### src/rtl/anc_pkg.sv
// Shared definitions for the LMS core: FSM state encoding and the headroom used
// by the round/saturate stage.
package anc_pkg;

  typedef enum logic [1:0] {
    IDLE = 2'd0,
    RUN  = 2'd1,
    HOLD = 2'd2
  } state_t;

  // One guard bit so that adding the rounding bias can never wrap the product.
  localparam int SR_GUARD = 1;

endpackage

### src/rtl/anc_sat_round.sv
// Combinational round-half-up by FRAC bits followed by saturation to OW bits;
// ovf flags any clipping.
module anc_sat_round
  import anc_pkg::*;
#(
  parameter int IW   = 33,
  parameter int OW   = 16,
  parameter int FRAC = 15
) (
  input  logic signed [IW-1:0] din,
  output logic signed [OW-1:0] dout,
  output logic                 ovf
);

  localparam int EW  = IW + SR_GUARD;
  localparam int BSH = (FRAC > 0) ? FRAC - 1 : 0;
  localparam logic signed [EW-1:0] BIAS = (FRAC > 0) ? (EW'(1) <<< BSH) : '0;
  localparam logic signed [EW-1:0] MAXV = {{(EW-OW+1){1'b0}}, {(OW-1){1'b1}}};
  localparam logic signed [EW-1:0] MINV = ~MAXV;

  logic signed [EW-1:0] biased;
  logic signed [EW-1:0] shifted;

  always_comb begin
    biased  = EW'(din) + BIAS;
    shifted = biased >>> FRAC;
    ovf     = 1'b0;
    dout    = shifted[OW-1:0];
    if (shifted > MAXV) begin
      dout = MAXV[OW-1:0];
      ovf  = 1'b1;
    end else if (shifted < MINV) begin
      dout = MINV[OW-1:0];
      ovf  = 1'b1;
    end
  end

endmodule

### src/rtl/lms_core_mc.sv
// Multi-channel LMS weight-update core: scales (error - desired) by u_in, launches an
// external FIR and holds its result until out_ready; FIR stalls are bounded by TMO.
module lms_core_mc
  import anc_pkg::*;
#(
  parameter  int DW   = 16,
  parameter  int AW   = 32,
  parameter  int FRAC = 15,
  parameter  int NCH  = 4,
  parameter  int TMO  = 255,
  localparam int CHW  = (NCH > 1) ? $clog2(NCH) : 1,
  localparam int CW   = (TMO > 0) ? $clog2(TMO + 1) : 1
) (
  input  logic                 clk,
  input  logic                 rst_n,
  input  logic                 in_valid,
  output logic                 in_ready,
  input  logic [CHW-1:0]       in_ch,
  input  logic signed [DW-1:0] error_in,
  input  logic signed [DW-1:0] desired_in,
  input  logic signed [DW-1:0] feedforward_in,
  input  logic signed [DW-1:0] u_in,
  output logic                 fir_go,
  output logic [CHW-1:0]       fir_ch,
  output logic signed [AW-1:0] feedforward_out,
  input  logic                 fir_done,
  input  logic signed [AW-1:0] fir_out,
  output logic                 out_valid,
  input  logic                 out_ready,
  output logic [CHW-1:0]       out_ch,
  output logic signed [AW-1:0] out_sample,
  output logic signed [DW-1:0] weight_adjust,
  output logic [NCH-1:0]       sat_flags,
  input  logic [NCH-1:0]       sat_clr,
  output logic                 timeout
);

  localparam int PW = 2 * DW + 1;

  state_t state, state_nxt;
  logic [CW-1:0] cnt;
  logic accept, take, tmo_hit;

  logic signed [DW:0]   diff;
  logic signed [PW-1:0] prod;
  logic signed [DW-1:0] wa_nxt;
  logic                 wa_ovf;
  logic [NCH-1:0]       set_vec;

  // Full-width difference and product so only the final rounding drops precision.
  always_comb begin
    diff = (DW+1)'(error_in) - (DW+1)'(desired_in);
    prod = PW'(diff) * PW'(u_in);
  end

  anc_sat_round #(
    .IW   (PW),
    .OW   (DW),
    .FRAC (FRAC)
  ) u_sat_round (
    .din  (prod),
    .dout (wa_nxt),
    .ovf  (wa_ovf)
  );

  // Out-of-range channel tags match no bit, so they never touch the flags.
  always_comb begin
    for (int i = 0; i < NCH; i++) begin
      set_vec[i] = accept && wa_ovf && (32'(in_ch) == i);
    end
  end

  assign in_ready = (state == IDLE);

  always_ff @(posedge clk or negedge rst_n) begin
    if (!rst_n) state <= IDLE;
    else        state <= state_nxt;
  end

  always_comb begin
    state_nxt = state;
    accept    = 1'b0;
    take      = 1'b0;
    tmo_hit   = 1'b0;
    case (state)
      IDLE: begin
        if (in_valid) begin
          accept    = 1'b1;
          state_nxt = RUN;
        end
      end
      RUN: begin
        if (fir_done) begin
          take      = 1'b1;
          state_nxt = HOLD;
        end else if (cnt == CW'(TMO)) begin
          tmo_hit   = 1'b1;
          state_nxt = IDLE;
        end
      end
      HOLD: begin
        if (out_ready) state_nxt = IDLE;
      end
      default: state_nxt = IDLE;
    endcase
  end

  always_ff @(posedge clk or negedge rst_n) begin
    if (!rst_n) begin
      fir_go          <= 1'b0;
      timeout         <= 1'b0;
      out_valid       <= 1'b0;
      weight_adjust   <= '0;
      feedforward_out <= '0;
      out_sample      <= '0;
      out_ch          <= '0;
      fir_ch          <= '0;
      sat_flags       <= '0;
      cnt             <= '0;
    end else begin
      fir_go    <= accept;
      timeout   <= tmo_hit;
      sat_flags <= (sat_flags & ~sat_clr) | set_vec;
      if (accept) begin
        fir_ch          <= in_ch;
        weight_adjust   <= wa_nxt;
        feedforward_out <= AW'(feedforward_in);
        cnt             <= '0;
      end else if (state == RUN && cnt != CW'(TMO)) begin
        cnt <= cnt + CW'(1);
      end
      if (take) begin
        out_valid  <= 1'b1;
        out_sample <= fir_out;
        out_ch     <= fir_ch;
      end else if (state == HOLD && out_ready) begin
        out_valid <= 1'b0;
      end
    end
  end

endmodule

### config.mk
export PLATFORM = sky130hd
export DESIGN_NAME = lms_core_mc
export DESIGN_NICKNAME = d
export VERILOG_FILES = /design/src/rtl/anc_pkg.sv /design/src/rtl/anc_sat_round.sv /design/src/rtl/lms_core_mc.sv
export SDC_FILE = /design/constraint.sdc
export NUM_CORES = 1
export LEC_CHECK = 0
export BUFFER_PORTS_ARGS = -buffer_cell sky130_fd_sc_hd__buf_2
export CAP_MARGIN = 10
export CORE_MARGIN = 10
export CORE_UTILIZATION = 35
export CTS_CLUSTER_SIZE = 40
export DETAILED_ROUTE_END_ITERATION = 10
export MAX_ROUTING_LAYER = met4
export PLACE_DENSITY = 0.56
export REMOVE_ABC_BUFFERS = 1
export SYNTH_ARGS = -nofsm -noshare
export SYNTH_HDL_FRONTEND = slang
export SYNTH_SLANG_ARGS = --single-unit
### constraint.sdc
create_clock -name clk -period 2 [get_ports clk]
set_clock_uncertainty 0.05 [all_clocks]
set_input_delay 0.4 -clock clk [delete_from_list [all_inputs] [get_ports clk]]
set_output_delay 0.4 -clock clk [all_outputs]
set_load 0.05 [all_outputs]
After elaboration in Yosys (flattened, before gate mapping) --
Index checks and enable logic that the tools add are counted.
Word-level totals: output and inout port bits 92, memories kept 0, bits in registers 85, memory bits (read-only) 0, bits in latches 0, input bits 107, RAM bits 0, logic and storage cells 62
Operators by class: reductions and logical operators 12, magnitude comparators 2, add/subtract/negate cells 3, shift operators 0, mux-type cells 20, eq/ne operators 10, bitwise logic cells 3, multiply operators 1, divide/modulo/power cells 0
Operators by type and width (number):
- adder 33 x 16 -> 34 bit, second input constant | 1
- multiplier 17 x 16 -> 33 bit | 1
- 2-to-1 mux 16 bit | 2
- greater-than comparator 19 x 16 -> 1 bit, second input constant | 1
- < comparator 19 x 16 -> 1 bit, second input constant | 1
- subtractor 16 x 16 -> 17 bit | 1
- 2-to-1 mux 8 bit | 2
- 2-to-1 mux 1 bit | 11
- adder 8 x 1 -> 8 bit, second input constant | 1
- == test 8 bit, second input constant | 1
- 2-to-1 mux 2 bit | 4
- inequality test 8 bit, second input constant | 1
- logical AND 1 bit | 7
- == test 2 bit, second input constant | 3
- case mux 2 bit (3 select lines) | 1
- bitwise AND 4 bit | 1
- == test 2 x 1 -> 1 bit, second input constant | 2
- zero test 2 bit | 2
- inequality test 2 bit, second input constant | 2
- NOT 4 bit | 1
- bitwise OR 4 bit | 1
- nonzero test 2 bit | 2
- inequality test 3 bit, second input constant | 1
- AND reduction 3 bit | 1

Depth between registers and ports, before layout --
Gate-level depths: netlist (run 1).
depth after elaboration 9, gate-level depth with buffers 37, depth with buffers taken out 35

Cells and area by module --
A second synthesis (run 1) with hierarchy kept.
Unflattened totals: cell total of the unflattened synthesis 1941, area total of the unflattened synthesis 17382.9 um^2
By module, submodules not included:
- lms_core_mc | area an instance 16848.7 um^2, cells an instance 1865, instances 1
- anc_sat_round | area an instance 534.3 um^2, cells an instance 76, instances 1

Worst setup path before layout (run 1) --
Ideal clock, no wire load.
path type in2reg, from in error_in[0], to reg weight_adjust[1], setup slack -6.513 ns, stages 35, library setup time 0.147 ns, path buffers 2, arrival time 8.315 ns, cells stage by stage inv_1 -> ha_1 -> fa_1 -> nor2b_1 -> o21ai_0 -> a21boi_1 -> o21ai_0 -> a21boi_0 -> o21ai_1 -> a21oi_1 -> o211ai_1 -> a32o_1 -> clkbuf_1 -> nand2_1 -> fa_1 -> fa_1 -> inv_1 -> fa_1 -> fa_1 -> fa_1 -> inv_1 -> fa_1 -> inv_1 -> ha_1 -> a21o_1 -> a21o_1 -> a21oi_1 -> o21bai_1 -> a21oi_1 -> inv_1 -> or3_4 -> a222oi_1 -> buf_4 -> or2b_4 -> a22oi_1
Between the ends: cells in the longest elaborated chain, start to end 6
Ends and longest elaborated chain:
- start, declared | line lms_core_mc.sv:19 | input logic signed [DW-1:0] error_in,
- subtractor 16 x 16 -> 17 bit * | line lms_core_mc.sv:52 | diff = (DW+1)'(error_in) - (DW+1)'(desired_in);
- multiplier 17 x 16 -> 33 bit * | line lms_core_mc.sv:53 | prod = PW'(diff) * PW'(u_in);
- adder 33 x 16 -> 34 bit * | line anc_sat_round.sv:25 | biased = EW'(din) + BIAS;
- < comparator 19 x 16 -> 1 bit | line anc_sat_round.sv:32 | end else if (shifted < MINV) begin
- 2-to-1 mux 16 bit | line anc_sat_round.sv:32
- 2-to-1 mux 16 bit * | line anc_sat_round.sv:29 | if (shifted > MAXV) begin
- end signal, assigned | line lms_core_mc.sv:126 | weight_adjust <= wa_nxt;
- end, declared | line lms_core_mc.sv:32 | output logic signed [DW-1:0] weight_adjust,
Mark *: on every way between the ends. The rest lies on a longest branch, timed or not. A chain may end at the register's enable or synchronous reset.

Worst setup path after layout (run 1) --
from in error_in[1], to reg weight_adjust[9]
Same word-level chain as after synthesis.

==> flow_metrics.py, run 1 <==
metrics = {
    "layout": {
        "post-route-util_pct": 46.1,
        "nFillCells": 4221,
        "nNetsFinal": 2566,
        "final-instance-count-excl-fill": 2670,
        "drive_gt1_share_pct": 32.3,
        "diodes": 0,
        "synthToLayoutAreaGrowth_pct": 30.2,
    },
    "worst_setup_path": {
        "critPathCaptureType": "flop",
        "cp_data_required_time_ps": 2160,
        "critical-path-top-delay-family": "adder cells",
        "max_stage_delay_ps": 540,
        "r2r_start": "state[1]$_DFFE_PN0P_",
        "critical_path.slowest_cell": "fa_1",
        "cpMostUsedCell": "fa_1",
        "rr_endpoint": "weight_adjust[12]$_DFFE_PN0P_",
        "cp.arrival_ps": 8250,
        "cp.depth": 37,
        "critPathMaxFanout": 10,
        "reg2reg_slack_ps": 190,
        "critPathKind": "in2reg",
        "crit_buf_inv": 10,
        "cp-start-kind": "input port",
        "rr_worst_depth": 5,
    },
    "sta": {
        "max_freq_mhz": 124,
        "tightest_slew_ps": 445,
        "drv_slew": 0,
        "finalCritPeriodShare_pct": 404,
        "hold_violations": 0,
        "maxSlewHeadroom_pct": 70.2,
        "rsz0062_at_grt": "true",
        "fin_setup_tns_ps": -120790,
        "setup_viol": 20,
        "postLayoutSetupSlackWorst_ps": -6090,
        "fin_crit_ps": 8090,
    },
    "route": {
        "vias_per_cell": 4.69,
        "via_count": 12500,
        "ant_nets": 0,
        "drt-initial-drc-count": 658,
        "drc": 0,
        "wire_per_inst_um": 15.6,
        "routed_wl_um": 41800,
        "drtPass1Iterations": 5,
    },
    "logic_synthesis": {
        "synth_top_area_cell": "fa_1",
        "synth_cells": 1655,
        "yosys-top-cells-area": "fa_1 (37%), dfrtp_1 (14%), inv_1 (8.3%), ha_1 (8.0%), nand2_1 (5.7%)",
        "synth_edf_count": 0,
        "synth_top_area_share_pct": 37.1,
        "async_flop_share_pct": 100,
        "synth_warnings": 0,
        "yosysMostFrequentCell": "inv_1",
        "syn_area_mm2": 0.0152,
        "ys_seq_area_share_pct": 14.0,
        "ys_types": 78,
        "synth-seq-cells": 85,
        "synth_flop_cell": "dfrtp_1",
        "syn_avg_cell_area_um2": 9.19,
        "ys_top_cells_by_count": "inv_1 (338), fa_1 (282), nand2_1 (229)",
    },
    "grt": {
        "grt_max_degree": 86,
        "overflow": 0,
        "grt_pass1_wl_um": 69700,
        "antenna_found_initial": 0,
        "grt_pass1_vias": 13800,
        "grt_util_all_layers_pct": 16.6,
    },
    "placement": {
        "dpl_worst_slack_ps": -6940,
        "placedCellCount": 2615,
        "gp_congestion": 0.841,
        "port_buffers": 198,
        "hpwl_um": 35400,
    },
    "clock_tree": {
        "ctsHoldBuffers": 0,
        "cts_tree": "yes",
        "ctsLongestPathBuffers": 2,
        "worstSkewPairLatency_ps": 330,
        "clockRootBuffer": "clkbuf_16",
        "numCtsBuffers": 9,
        "htreeDepth": 3,
        "clock-sinks": 85,
        "clk_pin_slew_worst_paths_ps": 60,
    },
    "floorplan": {
        "ios": 199,
        "dieArea_mm2": 0.0522,
        "std_cell_rows": 76,
        "dieHeight_um": 228,
        "die_w_um": 228,
        "start_util_pct": 35.4,
        "core-area_mm2": 0.0430,
    },
    "worst_hold_path": {
        "hold_path_class": "in2async",
    },
    "run_status": {
        "outcome": "finished with violations",
        "violations": "negative setup slack",
    },
    "run": {
        "drv_cap": 0,
    },
}
## cell families (layout without fill, tap and decap cells)
family                   count (synthesis)  count (layout)  share of synthesized area [%]
AND/OR/NAND/NOR                        512             512                           16.7
adder cells (fa/ha/maj)                379             379                           45.1
flip-flops                              85              85                           14.0
buffers and inverters                  431             861                           11.1
multiplexers                            36              36                           2.67
AO/OA/AOI/OAI                          181             181                           8.62
XOR/XNOR                                31              31                           1.83
## per-layer routing
layer / routed length, um / GRT usage (%)
met1: 17100 / 19.2
met2: 22900 / 30.9
met3: 848 / 1.10
met4: 854 / 3.46
met5: 0 / -
## per-stage QoR
stage,instance area (um2),hold WS (ps)
2_1_floorplan,14800,54.4
3_3_place_gp,18700,405
3_5_place_dp,18700,407
4_1_cts,19400,59.1
5_1_grt,19800,53.1
6_report,19800,39.6
## flip-flops by register name, indices dropped and copies added, names as in the netlist, 2 cells and up
name,cells
cnt,8
out_sample,32
feedforward_out,16
state,2
weight_adjust,16
out_ch,2
fir_ch,2
sat_flags,4
## how the worst max path moves through the flow
stage | from | end
floorplan | error_in[0] | sat_flags[0]$_DFF_PN0_
global placement | error_in[0] | weight_adjust[1]$_DFFE_PN0P_
detailed placement | error_in[0] | weight_adjust[8]$_DFFE_PN0P_
CTS | error_in[0] | weight_adjust[9]$_DFFE_PN0P_
global route | error_in[0] | weight_adjust[9]$_DFFE_PN0P_
finish | error_in[1] | weight_adjust[9]$_DFFE_PN0P_
## cell usage in the layout, fill, tap and decap left out, drive strengths merged, types with 7 or more instances in the layout
master  synthesis  layout
fa            282     282
xor2            9       9
and2           91      91
o211ai         19      19
xnor2          22      22
and2b           9       9
nand2         229     229
ha             97      97
nor2b          32      32
nor2           46      46
inv           338     338
buf            28     506
o311ai          8       8
and3           18      18
nor3           10      10
or3             7       7
o21a            7       7
nand3          32      32
a21o           12      12
o21ai          36      36
a311oi          8       8
nand2b         11      11
clkbuf         64      11
mux2           36      36
a21oi          37      37
dfrtp          85      85
## timing repair
action,in CTS,in global routing
hold endpoints to repair,0,0
resized for setup,68,69
gates cloned,1,1
pin swaps,62,73
endpoints found under the setup margin,20,20
buffers inserted,20,17
## final cells by class
type / count / area (um2) / share of cell area [%]
well taps: 585 / 732 / 3.70
repair buffers: 506 / 3520 / 17.8
clock inverters: 5 / 82.6 / 0.417
flip-flops and latches: 85 / 2130 / 10.7
inverters: 339 / 1280 / 6.45
multi-input cells: 1139 / 11800 / 59.6
clock buffers: 11 / 253 / 1.28
## worst reg2reg max path, cell delays in order, from the launching register on
cell and delay, ps:
dfrtp_1 420, nor2_1 170, nand2_1 290, a211oi_1 470, a211oi_1 110, o22a_1 190
Power of run 1 is not shown: default switching activity piles up to over one toggle a cycle in this logic, so the estimate is an artifact.
==> run 2: changes to the inputs <==
--- a/config.mk
+++ b/config.mk
@@ -7,7 +7,7 @@
 export LEC_CHECK = 0
 export BUFFER_PORTS_ARGS = -buffer_cell sky130_fd_sc_hd__buf_2
 export CAP_MARGIN = 10
-export CORE_MARGIN = 10
+export CORE_MARGIN = 1
 export CORE_UTILIZATION = 35
 export CTS_CLUSTER_SIZE = 40
 export DETAILED_ROUTE_END_ITERATION = 10
==> flow_metrics.py, run 2 (synthesized netlist as in run 1, its figures left out) <==
metrics = {
    "run_status": {
        "outcome": "finished with violations",
        "violations": "negative setup slack",
    },
    "sta": {
        "postLayoutSetupSlackWorst_ps": -6070,
        "rsz0062_at_grt": "true",
        "finalCritPeriodShare_pct": 404,
        "setup_viol": 20,
        "fin_crit_ps": 8070,
        "tightest_slew_ps": 582,
        "drv_slew": 0,
        "max_freq_mhz": 124,
        "maxSlewHeadroom_pct": 60.8,
        "hold_violations": 0,
    },
    "placement": {
        "placedCellCount": 2617,
        "gp_congestion": 0.853,
        "hpwl_um": 33200,
        "port_buffers": 198,
    },
    "clock_tree": {
        "cts_tree": "yes",
        "clock-sinks": 85,
        "clk_pin_slew_worst_paths_ps": 60,
        "clockRootBuffer": "clkbuf_16",
        "htreeDepth": 3,
        "ctsLongestPathBuffers": 2,
        "worstSkewPairLatency_ps": 330,
        "numCtsBuffers": 9,
    },
    "worst_setup_path": {
        "critical_path.slowest_cell": "fa_2",
        "critPathMaxFanout": 6,
        "cp-start-kind": "input port",
        "cpMostUsedCell": "fa_2",
        "critPathCaptureType": "flop",
        "cp_data_required_time_ps": 2160,
        "max_stage_delay_ps": 610,
        "cp.arrival_ps": 8230,
        "critPathKind": "in2reg",
    },
    "grt": {
        "grt_max_degree": 36,
        "antenna_found_initial": 1,
        "overflow": 0,
        "grt_pass1_wl_um": 66400,
        "grt_pass1_vias": 13800,
        "grt_util_all_layers_pct": 18.9,
    },
    "layout": {
        "top_register": "out_sample",
        "final-instance-count-excl-fill": 2678,
        "synthToLayoutAreaGrowth_pct": 31.6,
        "drive_gt1_share_pct": 34.0,
        "final_common_cell": "inv_1",
        "biggestRegsByFlops": "out_sample (32), feedforward_out (16), weight_adjust (16)",
        "nNetsFinal": 2574,
        "largest_reg_flops": 32,
        "final_cell_mix": "inv_1 (323), buf_4 (288), fa_1 (263)",
    },
    "route": {
        "via_count": 12600,
        "drt-initial-drc-count": 532,
        "routed_wl_um": 39800,
        "wire_per_inst_um": 14.9,
        "drtPass1Iterations": 6,
        "ant_nets": 0,
        "vias_per_cell": 4.72,
        "drc": 0,
    },
    "run": {
        "drv_cap": 0,
    },
    "floorplan": {
        "core-area_mm2": 0.0430,
        "ios": 199,
        "die_w_um": 210,
        "start_util_pct": 35.4,
        "dieArea_mm2": 0.0443,
        "dieHeight_um": 210,
        "std_cell_rows": 76,
    },
    "worst_hold_path": {
        "hold_path_class": "in2reg",
    },
}
run 2: changes by cell type in the layout (fill, tap and decap cells not counted), moves of 5 or more:
| cell | change |
|---|---|
| ha_1 | -7 |
| inv_2 | +6 |
| o311ai_1 | -6 |
| buf_4 | +5 |
| ha_4 | +5 |
| inv_1 | -5 |
run 2: through the flow:
stage                     cell area [um2]  setup TNS, ps  setup slack (ps)  util (%)  hold WS, ps
after floorplan                     14800        -233720             -7290         -         54.4
after global placement              18600        -134140             -6760      43.4          289
after detailed placement            18600        -135770             -6860      43.4          295
after CTS                           19400        -120710             -6080      45.1          198
after global routing                20000        -127360             -6400      46.6          195
final                               20000        -120810             -6070      46.6          205
run 2: final timing paths:
kind	depth (start not counted)	slack [ps]	to	start
min in group asynchronous	2	490	sat_flags[1]$_DFF_PN0_	rst_n
worst max-delay path	37	-6070	sat_flags[2]$_DFF_PN0_	error_in[0]
worst max register to register	8	160	cnt[5]$_DFFE_PN0P_	cnt[0]$_DFFE_PN0P_
worst min register to register	2	420	feedforward_out[2]$_DFFE_PN0P_	feedforward_out[2]$_DFFE_PN0P_
worst min-delay path	2	210	sat_flags[1]$_DFF_PN0_	sat_clr[1]
max in group asynchronous	3	840	weight_adjust[11]$_DFFE_PN0P_	rst_n
run 2: area by class of cell:
type | count | area, um2
Antenna cell | 1 | 2.50
Clock buffer | 13 | 250
Clock inverter | 2 | 10.0
Fill cell | 4238 | 23000
Inverter | 339 | 1270
Multi-Input combinational cell | 1139 | 12000
Sequential cell | 85 | 2130
Tap cell | 585 | 732
Timing Repair Buffer | 514 | 3610
run 2: layer usage:
metal,global-route usage [%],up-vias,part of all wire [%]
li1,-,5955,-
met1,22.9,6449,42
met2,34.8,183,54
met3,1.49,42,2.5
met4,3.05,0,1.3
met5,-,-,0
run 2: critical path: cells and delay by family:
kind,cells,cell delay (ps)
adders and majority gates,9,3670
buffers and inverters,9,850
and+or+nand+nor,2,290
AOI/OAI and AO/OA,16,2680
muxes,1,330
run 2: what timing repair did:
item / CTS / global route
setup endpoints to repair: 20 / 23
hold buffers: 1 / 0
pin swaps: 57 / 113
hold endpoints to repair: 25 / 0
gates cloned: 0 / 2
gates resized for setup: 68 / 107
setup buffers: 25 / 21
Power of run 2 is left out for the same reason.
==> run 3: changes to the inputs <==
--- a/config.mk
+++ b/config.mk
@@ -12,7 +12,7 @@
 export CTS_CLUSTER_SIZE = 40
 export DETAILED_ROUTE_END_ITERATION = 10
 export MAX_ROUTING_LAYER = met4
-export PLACE_DENSITY = 0.56
+export PLACE_DENSITY = 0.63
 export REMOVE_ABC_BUFFERS = 1
 export SYNTH_ARGS = -nofsm -noshare
 export SYNTH_HDL_FRONTEND = slang
==> flow_metrics.py, run 3 (synthesized netlist as in run 1, its figures left out) <==
metrics = {
    "placement": {
        "hpwl_um": 33000,
        "port_buffers": 198,
        "placedCellCount": 2607,
        "gp_congestion": 0.882,
        "place_area_mm2": 0.0186,
    },
    "layout": {
        "drive_gt1_share_pct": 32.7,
        "final-instance-count-excl-fill": 2654,
        "synthToLayoutAreaGrowth_pct": 29.9,
        "post-route-util_pct": 46.0,
        "biggestRegsByFlops": "out_sample (32), feedforward_out (16), weight_adjust (16)",
        "final_common_cell": "inv_1",
        "nFillCells": 4173,
        "top_register": "out_sample",
        "diodes": 0,
        "final_cell_area_mm2": 0.0198,
        "nNetsFinal": 2550,
        "largest_reg_flops": 32,
        "final_cell_mix": "inv_1 (322), fa_1 (269), buf_4 (269)",
    },
    "run": {
        "drv_cap": 0,
    },
    "clock_tree": {
        "htreeDepth": 3,
        "clock-sinks": 85,
        "clockRootBuffer": "clkbuf_16",
        "cts_tree": "yes",
        "clk_pin_slew_worst_paths_ps": 60,
        "ctsHoldBuffers": 0,
        "ctsLongestPathBuffers": 2,
        "worstSkewPairLatency_ps": 330,
        "numCtsBuffers": 9,
    },
    "grt": {
        "grt_max_degree": 43,
        "antenna_found_initial": 0,
        "grt_pass1_wl_um": 67100,
        "grt_pass1_vias": 13900,
        "overflow": 0,
        "grt_util_all_layers_pct": 19.3,
    },
    "sta": {
        "tightest_slew_ps": 577,
        "hold_violations": 0,
        "setup_viol": 20,
        "maxSlewHeadroom_pct": 61.5,
        "rsz0062_at_grt": "true",
        "postLayoutSetupSlackWorst_ps": -6070,
        "finalCritPeriodShare_pct": 403,
        "whs_ps": 5.53,
        "drv_slew": 0,
        "max_freq_mhz": 124,
        "fin_crit_ps": 8070,
    },
    "route": {
        "routed_wl_um": 39800,
        "drtPass1Iterations": 4,
        "ant_nets": 0,
        "wire_per_inst_um": 15.0,
        "via_count": 12600,
        "drc": 0,
        "vias_per_cell": 4.75,
        "drt-initial-drc-count": 653,
    },
    "floorplan": {
        "core-area_mm2": 0.0430,
        "std_cell_rows": 76,
        "start_util_pct": 35.4,
        "die_w_um": 210,
        "dieHeight_um": 210,
        "ios": 199,
        "dieArea_mm2": 0.0443,
    },
    "run_status": {
        "outcome": "finished with violations",
        "violations": "negative setup slack",
    },
    "worst_setup_path": {
        "reg2reg_slack_ps": 220,
        "cp.arrival_ps": 8230,
        "cp-start-kind": "input port",
        "critPathMaxFanout": 8,
        "max_stage_delay_ps": 540,
        "r2r_start": "cnt[0]$_DFFE_PN0P_",
        "cp_data_required_time_ps": 2160,
        "critical_path.slowest_cell": "fa_1",
        "rr_worst_depth": 8,
        "critPathCaptureType": "flop",
        "crit_start": "error_in[1]",
        "cpMostUsedCell": "fa_1",
        "critPathKind": "in2reg",
    },
    "worst_hold_path": {
        "hold_path_class": "in2async",
    },
}
-- run 3: critical path, delay by kind of cell --
family	cells	cell delay, ps
AO/OA/AOI/OAI	15	2760
adder cells (fa/ha/maj)	8	3490
buffers and inverters	9	950
AND/OR/NAND/NOR	5	590
-- run 3: path summary, 6_finish.rpt --
path	to
max	weight_adjust[0]$_DFFE_PN0P_
min	cnt[5]$_DFFE_PN0P_
max reg2reg	cnt[7]$_DFFE_PN0P_
min reg2reg	feedforward_out[9]$_DFFE_PN0P_
max in group asynchronous	out_sample[31]$_DFFE_PN0P_
min in group clk	feedforward_out[7]$_DFFE_PN0P_
-- run 3: cell type report --
class,instances,area [um2],share of cell area [%]
Inverter,339,1270,6.45
Timing Repair Buffer,490,3360,17.0
Multi-Input combinational cell,1139,11900,60.4
Clock buffer,9,225,1.14
Sequential cell,85,2130,10.8
Tap cell,585,732,3.70
Clock inverter,7,106,0.538
-- run 3: routing by layer --
metal  track usage (%)  vias up  part of all wire, %
met4              4.37        0                  2.4
met1              23.4     6405                   42
met3              1.52       63                  2.6
met5                 -        -                    0
met2              34.9      206                   53
li1                  -     5921                    -
-- run 3: per-stage QoR --
stage | worst slack, ps | TNS (ps)
global placement | -6870 | -136570
finish | -6070 | -119970
floorplan | -7290 | -233720
CTS | -6100 | -120930
global route | -6400 | -126490
detailed placement | -6990 | -138150
-- run 3: what timing repair did --
item                                    in CTS  in global routing
gates cloned                                 2                  0
gates resized for setup                    109                 47
setup buffers                               29                  5
pin swaps                                   78                 72
endpoints found under the setup margin      20                 20
Power of run 3 is left out for the same reason.
